## config.mk

```make
export PLATFORM = sky130hd
export DESIGN_NAME = al_accel_acc_matrix_pipe_flat
export DESIGN_NICKNAME = d
export VERILOG_FILES = /design/src/rtl/al_accel_acc_matrix_pipe_if.sv /design/src/rtl/al_accel_acc_matrix_pipe.sv /design/src/flat_wrapper.sv
export SDC_FILE = /design/constraint.sdc
export NUM_CORES = 2
export LEC_CHECK = 0
export ABC_AREA = 1
export CAP_MARGIN = 15
export CORE_AREA = 3 3 420 422
export CTS_CLUSTER_SIZE = 40
export DETAILED_ROUTE_END_ITERATION = 6
export DIE_AREA = 0 0 423 425
export SYNTH_ARGS = -nofsm -noshare
export SYNTH_HDL_FRONTEND = slang
export SYNTH_SLANG_ARGS = --single-unit
```

## constraint.sdc

```tcl
create_clock -name clk -period 10.4 [get_ports clk]
set_input_delay 1.56 -clock clk [delete_from_list [all_inputs] [get_ports clk]]
set_output_delay 1.56 -clock clk [all_outputs]
set_load 0.005 [all_outputs]
```

## src/rtl/al_accel_acc_matrix_pipe_if.sv

```systemverilog
// Purpose: beat/result bundle between a producer/consumer and the accumulate pipe.
// Latency: none, this is wiring only.
// Backpressure: in_ready/out_ready carry the valid-ready handshakes in each direction.
interface al_accel_acc_matrix_pipe_if #(
    parameter int DW    = 32,
    parameter int LANES = 3,
    parameter int TERMS = 9
);
    logic                       in_valid;
    logic                       in_ready;
    logic                       in_first;
    logic                       in_last;
    logic [LANES*DW-1:0]        bias;
    logic [LANES*TERMS*DW-1:0]  data;
    logic                       out_valid;
    logic                       out_ready;
    logic [LANES*DW-1:0]        out_data;
    logic [LANES-1:0]           out_sat;
    logic [7:0]                 out_count;

    // Producer of beats and consumer of results.
    modport master (
        output in_valid, in_first, in_last, bias, data, out_ready,
        input  in_ready, out_valid, out_data, out_sat, out_count
    );

    // The accumulate pipe itself.
    modport slave (
        input  in_valid, in_first, in_last, bias, data, out_ready,
        output in_ready, out_valid, out_data, out_sat, out_count
    );
endinterface

```

## src/rtl/al_accel_acc_matrix_pipe.sv

```systemverilog
// Purpose: per-lane multi-term sum, accumulated across framed beats, with optional saturation.
// Latency: a closing beat accepted at edge N shows its result after edge N+2.
// Backpressure: whole pipe freezes while a result is held unconsumed or enb is low; in_ready follows.
module al_accel_acc_matrix_pipe #(
    parameter int DW    = 32,
    parameter int AW    = 40,
    parameter int LANES = 3,
    parameter int TERMS = 9,
    parameter int SAT   = 1
) (
    input  logic                      clk,
    input  logic                      reset,
    input  logic                      enb,
    al_accel_acc_matrix_pipe_if.slave bus,
    output logic                      seq_err
);

    // Accumulator needs headroom for TERMS-way sums plus multi-beat growth.
    generate
        if (AW < DW + 8) begin : g_aw_check
            $error("al_accel_acc_matrix_pipe: AW must be at least DW+8");
        end
    endgenerate

    localparam logic [AW-1:0] SAT_MAX = {{(AW-DW+1){1'b0}}, {(DW-1){1'b1}}};
    localparam logic [AW-1:0] SAT_MIN = {{(AW-DW+1){1'b1}}, {(DW-1){1'b0}}};

    typedef enum logic {
        ST_IDLE = 1'b0,   // no accumulation open
        ST_OPEN = 1'b1    // accumulation in progress
    } acc_state_e;

    function automatic logic [AW-1:0] sext(input logic [DW-1:0] v);
        sext = {{(AW-DW){v[DW-1]}}, v};
    endfunction

    // Global flow control: one enable moves every stage together.
    logic stall;
    logic advance;

    // Stage A: per-lane term sums plus framing tags.
    logic            a_vld_q;
    logic            a_first_q;
    logic            a_last_q;
    logic [AW-1:0]   a_bias_q [LANES];
    logic [AW-1:0]   a_sum_q  [LANES];
    logic [AW-1:0]   a_sum_d  [LANES];

    // Stage B: accumulators, beat counter, framing state.
    acc_state_e      st_q;
    acc_state_e      st_d;
    logic            eff_first;
    logic            framing_err;
    logic [AW-1:0]   acc_q [LANES];
    logic [AW-1:0]   acc_d [LANES];
    logic [7:0]      cnt_q;
    logic [7:0]      cnt_d;
    logic            b_res_q;
    logic            seq_err_q;

    // Output stage.
    logic                out_valid_q;
    logic [LANES*DW-1:0] out_data_q;
    logic [LANES*DW-1:0] res_dat_d;
    logic [LANES-1:0]    out_sat_q;
    logic [LANES-1:0]    res_sat_d;
    logic [7:0]          out_count_q;

    assign stall        = out_valid_q & ~bus.out_ready;
    assign advance      = enb & ~stall;
    assign bus.in_ready = advance;

    assign bus.out_valid = out_valid_q;
    assign bus.out_data  = out_data_q;
    assign bus.out_sat   = out_sat_q;
    assign bus.out_count = out_count_q;
    assign seq_err       = seq_err_q;

    // Sign-extended TERMS-way sum per lane of the incoming beat.
    always_comb begin
        for (int l = 0; l < LANES; l++) begin
            a_sum_d[l] = '0;
            for (int t = 0; t < TERMS; t++) begin
                a_sum_d[l] = a_sum_d[l] + sext(bus.data[(l*TERMS+t)*DW +: DW]);
            end
        end
    end

    // Stage A register: capture sums and tags of an accepted beat.
    always_ff @(posedge clk) begin
        if (reset) begin
            a_vld_q   <= 1'b0;
            a_first_q <= 1'b0;
            a_last_q  <= 1'b0;
            for (int l = 0; l < LANES; l++) begin
                a_bias_q[l] <= '0;
                a_sum_q[l]  <= '0;
            end
        end else if (advance) begin
            a_vld_q <= bus.in_valid;
            if (bus.in_valid) begin
                a_first_q <= bus.in_first;
                a_last_q  <= bus.in_last;
                for (int l = 0; l < LANES; l++) begin
                    a_bias_q[l] <= sext(bus.bias[l*DW +: DW]);
                    a_sum_q[l]  <= a_sum_d[l];
                end
            end
        end
    end

    // Framing FSM and accumulate: a beat with no open accumulation is
    // treated as a first beat; a first beat over an open one restarts it.
    always_comb begin
        st_d        = st_q;
        eff_first   = a_first_q | (st_q == ST_IDLE);
        framing_err = 1'b0;
        cnt_d       = cnt_q;
        for (int l = 0; l < LANES; l++) begin
            acc_d[l] = (eff_first ? a_bias_q[l] : acc_q[l]) + a_sum_q[l];
        end
        if (a_vld_q) begin
            framing_err = a_first_q ^ (st_q == ST_IDLE);
            st_d        = a_last_q ? ST_IDLE : ST_OPEN;
            if (eff_first) begin
                cnt_d = 8'd1;
            end else if (cnt_q != 8'hFF) begin
                cnt_d = cnt_q + 8'd1;
            end
        end
    end

    // Stage B register: accumulator state, beat count and sticky error.
    always_ff @(posedge clk) begin
        if (reset) begin
            st_q      <= ST_IDLE;
            cnt_q     <= '0;
            b_res_q   <= 1'b0;
            seq_err_q <= 1'b0;
            for (int l = 0; l < LANES; l++) begin
                acc_q[l] <= '0;
            end
        end else if (advance) begin
            st_q      <= st_d;
            b_res_q   <= a_vld_q & a_last_q;
            seq_err_q <= seq_err_q | framing_err;
            if (a_vld_q) begin
                cnt_q <= cnt_d;
                for (int l = 0; l < LANES; l++) begin
                    acc_q[l] <= acc_d[l];
                end
            end
        end
    end

    // Narrow the accumulator to DW, clamping when saturation is enabled.
    always_comb begin
        res_dat_d = '0;
        res_sat_d = '0;
        for (int l = 0; l < LANES; l++) begin
            if ((SAT != 0) && ($signed(acc_q[l]) > $signed(SAT_MAX))) begin
                res_dat_d[l*DW +: DW] = SAT_MAX[DW-1:0];
                res_sat_d[l]          = 1'b1;
            end else if ((SAT != 0) && ($signed(acc_q[l]) < $signed(SAT_MIN))) begin
                res_dat_d[l*DW +: DW] = SAT_MIN[DW-1:0];
                res_sat_d[l]          = 1'b1;
            end else begin
                res_dat_d[l*DW +: DW] = acc_q[l][DW-1:0];
            end
        end
    end

    // Output register: advance only happens when the held result is
    // absent or being consumed, so valid simply follows the new result.
    always_ff @(posedge clk) begin
        if (reset) begin
            out_valid_q <= 1'b0;
            out_data_q  <= '0;
            out_sat_q   <= '0;
            out_count_q <= '0;
        end else if (advance) begin
            out_valid_q <= b_res_q;
            if (b_res_q) begin
                out_data_q  <= res_dat_d;
                out_sat_q   <= res_sat_d;
                out_count_q <= cnt_q;
            end
        end
    end

endmodule

```

## src/flat_wrapper.sv

```systemverilog
// flat-port wrapper written by rule: the top's interface ports become plain ports
module al_accel_acc_matrix_pipe_flat 
#(
    parameter int DW    = 32,
    parameter int AW    = 40,
    parameter int LANES = 3,
    parameter int TERMS = 9,
    parameter int SAT   = 1
)
  (clk, reset, enb, seq_err, bus_in_valid, bus_in_first, bus_in_last, bus_bias, bus_data, bus_out_ready, bus_in_ready, bus_out_valid, bus_out_data, bus_out_sat, bus_out_count);
  al_accel_acc_matrix_pipe_if #(.DW(DW), .LANES(LANES), .TERMS(TERMS)) bus_i ();
  input  logic clk;
  input  logic reset;
  input  logic enb;
  output logic seq_err;
  input wire logic [$bits(bus_i.in_valid)-1:0] bus_in_valid;
  input wire logic [$bits(bus_i.in_first)-1:0] bus_in_first;
  input wire logic [$bits(bus_i.in_last)-1:0] bus_in_last;
  input wire logic [$bits(bus_i.bias)-1:0] bus_bias;
  input wire logic [$bits(bus_i.data)-1:0] bus_data;
  input wire logic [$bits(bus_i.out_ready)-1:0] bus_out_ready;
  output wire logic [$bits(bus_i.in_ready)-1:0] bus_in_ready;
  output wire logic [$bits(bus_i.out_valid)-1:0] bus_out_valid;
  output wire logic [$bits(bus_i.out_data)-1:0] bus_out_data;
  output wire logic [$bits(bus_i.out_sat)-1:0] bus_out_sat;
  output wire logic [$bits(bus_i.out_count)-1:0] bus_out_count;
  assign bus_i.in_valid = bus_in_valid;
  assign bus_i.in_first = bus_in_first;
  assign bus_i.in_last = bus_in_last;
  assign bus_i.bias = bus_bias;
  assign bus_i.data = bus_data;
  assign bus_i.out_ready = bus_out_ready;
  assign bus_in_ready = bus_i.in_ready;
  assign bus_out_valid = bus_i.out_valid;
  assign bus_out_data = bus_i.out_data;
  assign bus_out_sat = bus_i.out_sat;
  assign bus_out_count = bus_i.out_count;
  al_accel_acc_matrix_pipe #(.DW(DW), .AW(AW), .LANES(LANES), .TERMS(TERMS), .SAT(SAT)) u_core (.clk(clk), .reset(reset), .enb(enb), .bus(bus_i), .seq_err(seq_err));
endmodule
```

# --- Word level (Yosys, flattened, before mapping) ---
# Memory sizes are Yosys's and may differ from the RTL's.
# Index checks and enable logic that the tools add are counted.
classes:
  n_addsub: 28
  magnitude_cmp: 6
  eq_ne: 1
  muxes: 38
  n_bitwise: 18
  n_reduce_logical: 5
ops:
  columns: ["cell", "count"]
  rows:
  - ["$add A40 B40 Y40", 24]
  - ["$mux W40", 12]
  - ["$mux W32", 6]
  - ["$gt A40 B32 Y1 const B", 3]
  - ["$lt A40 B32 Y1 const B", 3]
  - ["$add A32 B32 Y33", 3]
  - ["$mux W1", 18]
  - ["$mux W8", 2]
  - ["$or A1 B1 Y1", 11]
  - ["$add A8 B1 Y8 const B", 1]
  - ["$ne A8 B8 Y1 const B", 1]
  - ["$reduce_and A2 Y1", 3]
  - ["$and A1 B1 Y1", 3]
  - ["$not A1 Y1", 3]
  - ["$reduce_and A3 Y1", 1]
  - ["$reduce_bool A2 Y1", 1]
  - ["$xor A1 B1 Y1", 1]
totals:
  register_bits: 122
  ram_bits: 360
  input_bits: 967
  output_inout_bits: 110
  word_cells: 110
  memories: 3
mem_list:
  columns: ["name", "words", "width", "rd", "rd_ports_with_merged_regs", "wr", "line_no", "text"]
  rows:
  - ["u_core.a_bias_q", 3, 40, 3, 0, 3, "al_accel_acc_matrix_pipe.sv:45", "logic [AW-1:0] a_bias_q [LANES];"]
  - ["u_core.a_sum_q", 3, 40, 3, 0, 3, "al_accel_acc_matrix_pipe.sv:46", "logic [AW-1:0] a_sum_q [LANES];"]
  - ["u_core.acc_q", 3, 40, 3, 0, 3, "al_accel_acc_matrix_pipe.sv:54", "logic [AW-1:0] acc_q [LANES];"]

# --- Logic depth before layout (Yosys ltp) ---
logic_depth:
  depth_word: 9
  mapped_depth: 31
  depth_no_buf: 31

# --- Worst setup path before layout ---
# Ideal clock, no wire load.
synth_path:
  kind: "input-to-reg"
  startpoint: "input reset"
  endpoint: "memory u_core.a_bias_q[0][0], enable pin"
  setup_time_ns: 1.715
  arrival_time_ns: 5.557
  required_ns: 8.685
  setup_slack_ns: 3.128
  stages: 4
  n_path_buf: 2
  path_cell_list: "buf_2 inv_1 buf_2 nand2_1"
synth_rtl:
  columns: ["item", "line_no", "text"]
  rows:
  - ["start, declared", "flat_wrapper.sv:13", "input logic reset;"]
  - ["end, declared", "al_accel_acc_matrix_pipe.sv:45", null]

==> results.tsv <==
metric	value	unit
status	completed	
cts_buffers	53	
drive_gt1_share	2.55	%
ant_nets	0	
max_freq	145	MHz
cts.sinks	458	
slowest_stage	fa_1	
synth_compound_area_share	8.86	%
die_area	180000	sq um
gr-total-overflow	0	
ys_types	47	
synthFlopType	edfxtp_1	
cts_tree	yes	
core	173000	sq um
port_buffers	1076	
stdcell_area	69700	sq um
setup_viol	0	
cts_setup_buffers	0	
drt-initial-drc-count	4008	
root_buffer	clkbuf_16	
r2r_start	u_core.a_first_q$_SDFFE_PP0P_	
grt_max_degree	76	
synth_top_area_share	21.9	%
syn_nets	9377	
syn_inst	7490	
r2r_cells	15	
synth_edf_count	336	
synth.top_cells.by_count	nand2_1, inv_1, nor2_1	
fin_cells	10900	
fin_crit	6.87	ns
finalWorstSetupSlack	3.53	ns
worstPathRequired	10.76	ns
antenna_found_initial	21	
max_stage_delay	0.51	ns
timing.final.crit_share	66.1	%
grt_pass1_vias	51600	
placed_area	67800	sq um
ys_async_sr_fraction	0	%
yosys.area_share.simple	25.2	%
hp-start	u_core.cnt_q[6]$_SDFFE_PP0P_	
ys_ff_latch	458	
grt_pass1_wl	326000	microns
pre_cts_slack	2.88	ns
yosysWarnings	0	
vias	51400	
path_delay_family	adder cells	
fin_hold_ws	0.459	ns
whs_endpoint	u_core.bus.out_count[6]$_SDFFE_PP0P_	
routabilityCongestion	0.976	
yosysMostFrequentCell	nand2_1	
synth_top_family_by_area	adder cells	
wl_per_cell	20.3	microns
num_rows	153	
tightest_slew	0.932	ns
r2r_end	u_core.acc_q[0][59]$_SDFFCE_PN0P_	
rrSetupSlack	6.32	ns
post_cts_resized	0	
setup-tns-final	0	ns
final_hold_viol_count	0	
seq_area_frac_synth	23.0	%
crit_cells	29	
maxCapViolCount	0	
hold_path_depth	2	
grt_setup_unrepaired	no	
synthAdderAreaFrac	29.4	%
yosys.area.top_type	fa_1	
cp-start-kind	input port	
cts.htree.levels	2	
post-route-drc-count	0	
cp.arrival	7.23	ns
post-route-util	40.2	%
wl	222000	microns
holdCritPathClass	reg -> reg	
finalPower	18.9	mW
netlist_area	54400	sq um
worstPathMaxFanout	6	
start_util	31.4	%
cts_max_path_buffers	3	
dpl.hpwl	194000	microns
synth_xor_area_share	1.34	%
drt-vias-per-instance	4.71	
area_growth	28.1	%
placed_cells	10800	
synthMuxAreaShare	0	%
pin_count	1077	
firstDrtPassIters	7	
critical_path_class	in -> reg	
leakage	33.9	nW
maxSlewHeadroom	37.9	%
nets	10400	
ir_drop	185	uV
grt_usage	24.1	%
die_h	425	microns
synth.area.top_cells	fa_1, edfxtp_1, nand2_1, inv_1, ha_1	
powerDensity	271	nW/um^2
dieWidth	423	microns
slew_viol_final	0	
clk_pin_slew	0.06	ns
setup.worst_path.end_class	flop	
skew	0.0382	ns
crit_buf_inv	6	
syn_avg_cell_area	7.26	sq um
insertion_delay	0.63	ns
hold_buffers	0	
[cells in the final DEF, fill, tap and decap left out, types with 122 or more instances in the layout]
cell	netlist	final
dfxtp_1	122	122
nor2_1	784	784
a21oi_1	565	565
nand2_1	2040	2037
edfxtp_1	336	336
fa_1	594	594
inv_1	1617	1616
o21ai_0	237	237
clkdlybuf4s50_1	0	1076
ha_1	326	325
nand3_1	318	318
[cell type report]
class / instances / area [sq um]
fill: 18200 / 104000
multi-input combinational: 5298 / 35300
sequential: 458 / 12500
timing repair buffer: 1099 / 11000
inverter: 1627 / 6120
tap: 2325 / 2910
clock buffer: 62 / 1380
clock inverter: 38 / 463
antenna: 15 / 37.5
[power breakdown]
group	total, mW	internal, mW	switching, mW
Clock	2.01	1.18	0.834
Sequential	2.44	2.28	0.156
Combinational	14.4	4.85	9.60
[state kept, by name, indices dropped and copies added, names as in the netlist, 3 cells and up]
signal and cells:
u_core.bus.out_data 96, u_core.a_sum_q 120, u_core.a_bias_q 96, u_core.cnt_q 8, u_core.bus.out_sat 3, u_core.acc_q 120
u_core.bus.out_count 8
[worst min-delay path, cell delays in order, from the launching register on]
cell and delay (ns):
dfxtp_1 0.31, inv_1 0.07, a21oi_1 0.05
[cells by family after synthesis]
| kind of cell | Yosys count |
|---|---|
| adder cells (fa/ha/maj) | 920 |
| AO/OA/AOI/OAI | 914 |
| flip-flops | 458 |
| buffers and inverters | 1734 |
| XOR/XNOR | 83 |
| AND/OR/NAND/NOR | 3381 |
[layer usage]
metal | wire (microns) | global-route usage [%] | share of wire (%) | vias up
met4 | 4340 | 4.64 | 2.0 | 0
met5 | 0 | 0 | 0 | -
met1 | 97500 | 32.1 | 44 | 24500
met2 | 108000 | 41.8 | 49 | 1517
li1 | - | - | - | 25200
met3 | 12000 | 3.17 | 5.4 | 165
[how the worst max path moves through the flow]
stage	start	end	slack, ns
2_1_floorplan	reset	u_core.a_bias_q[0][0]$_SDFFCE_PN0P_	3.13
3_3_place_gp	bus_data[307]	u_core.a_sum_q[0][76]$_SDFFCE_PN0P_	2.90
3_5_place_dp	bus_data[288]	u_core.a_sum_q[0][76]$_SDFFCE_PN0P_	2.88
4_1_cts	bus_data[288]	u_core.a_sum_q[0][76]$_SDFFCE_PN0P_	3.55
5_1_grt	bus_data[0]	u_core.a_sum_q[0][37]$_SDFFCE_PN0P_	3.13
6_report	bus_data[0]	u_core.a_sum_q[0][37]$_SDFFCE_PN0P_	3.53
Power figures use the tool's default switching activity.
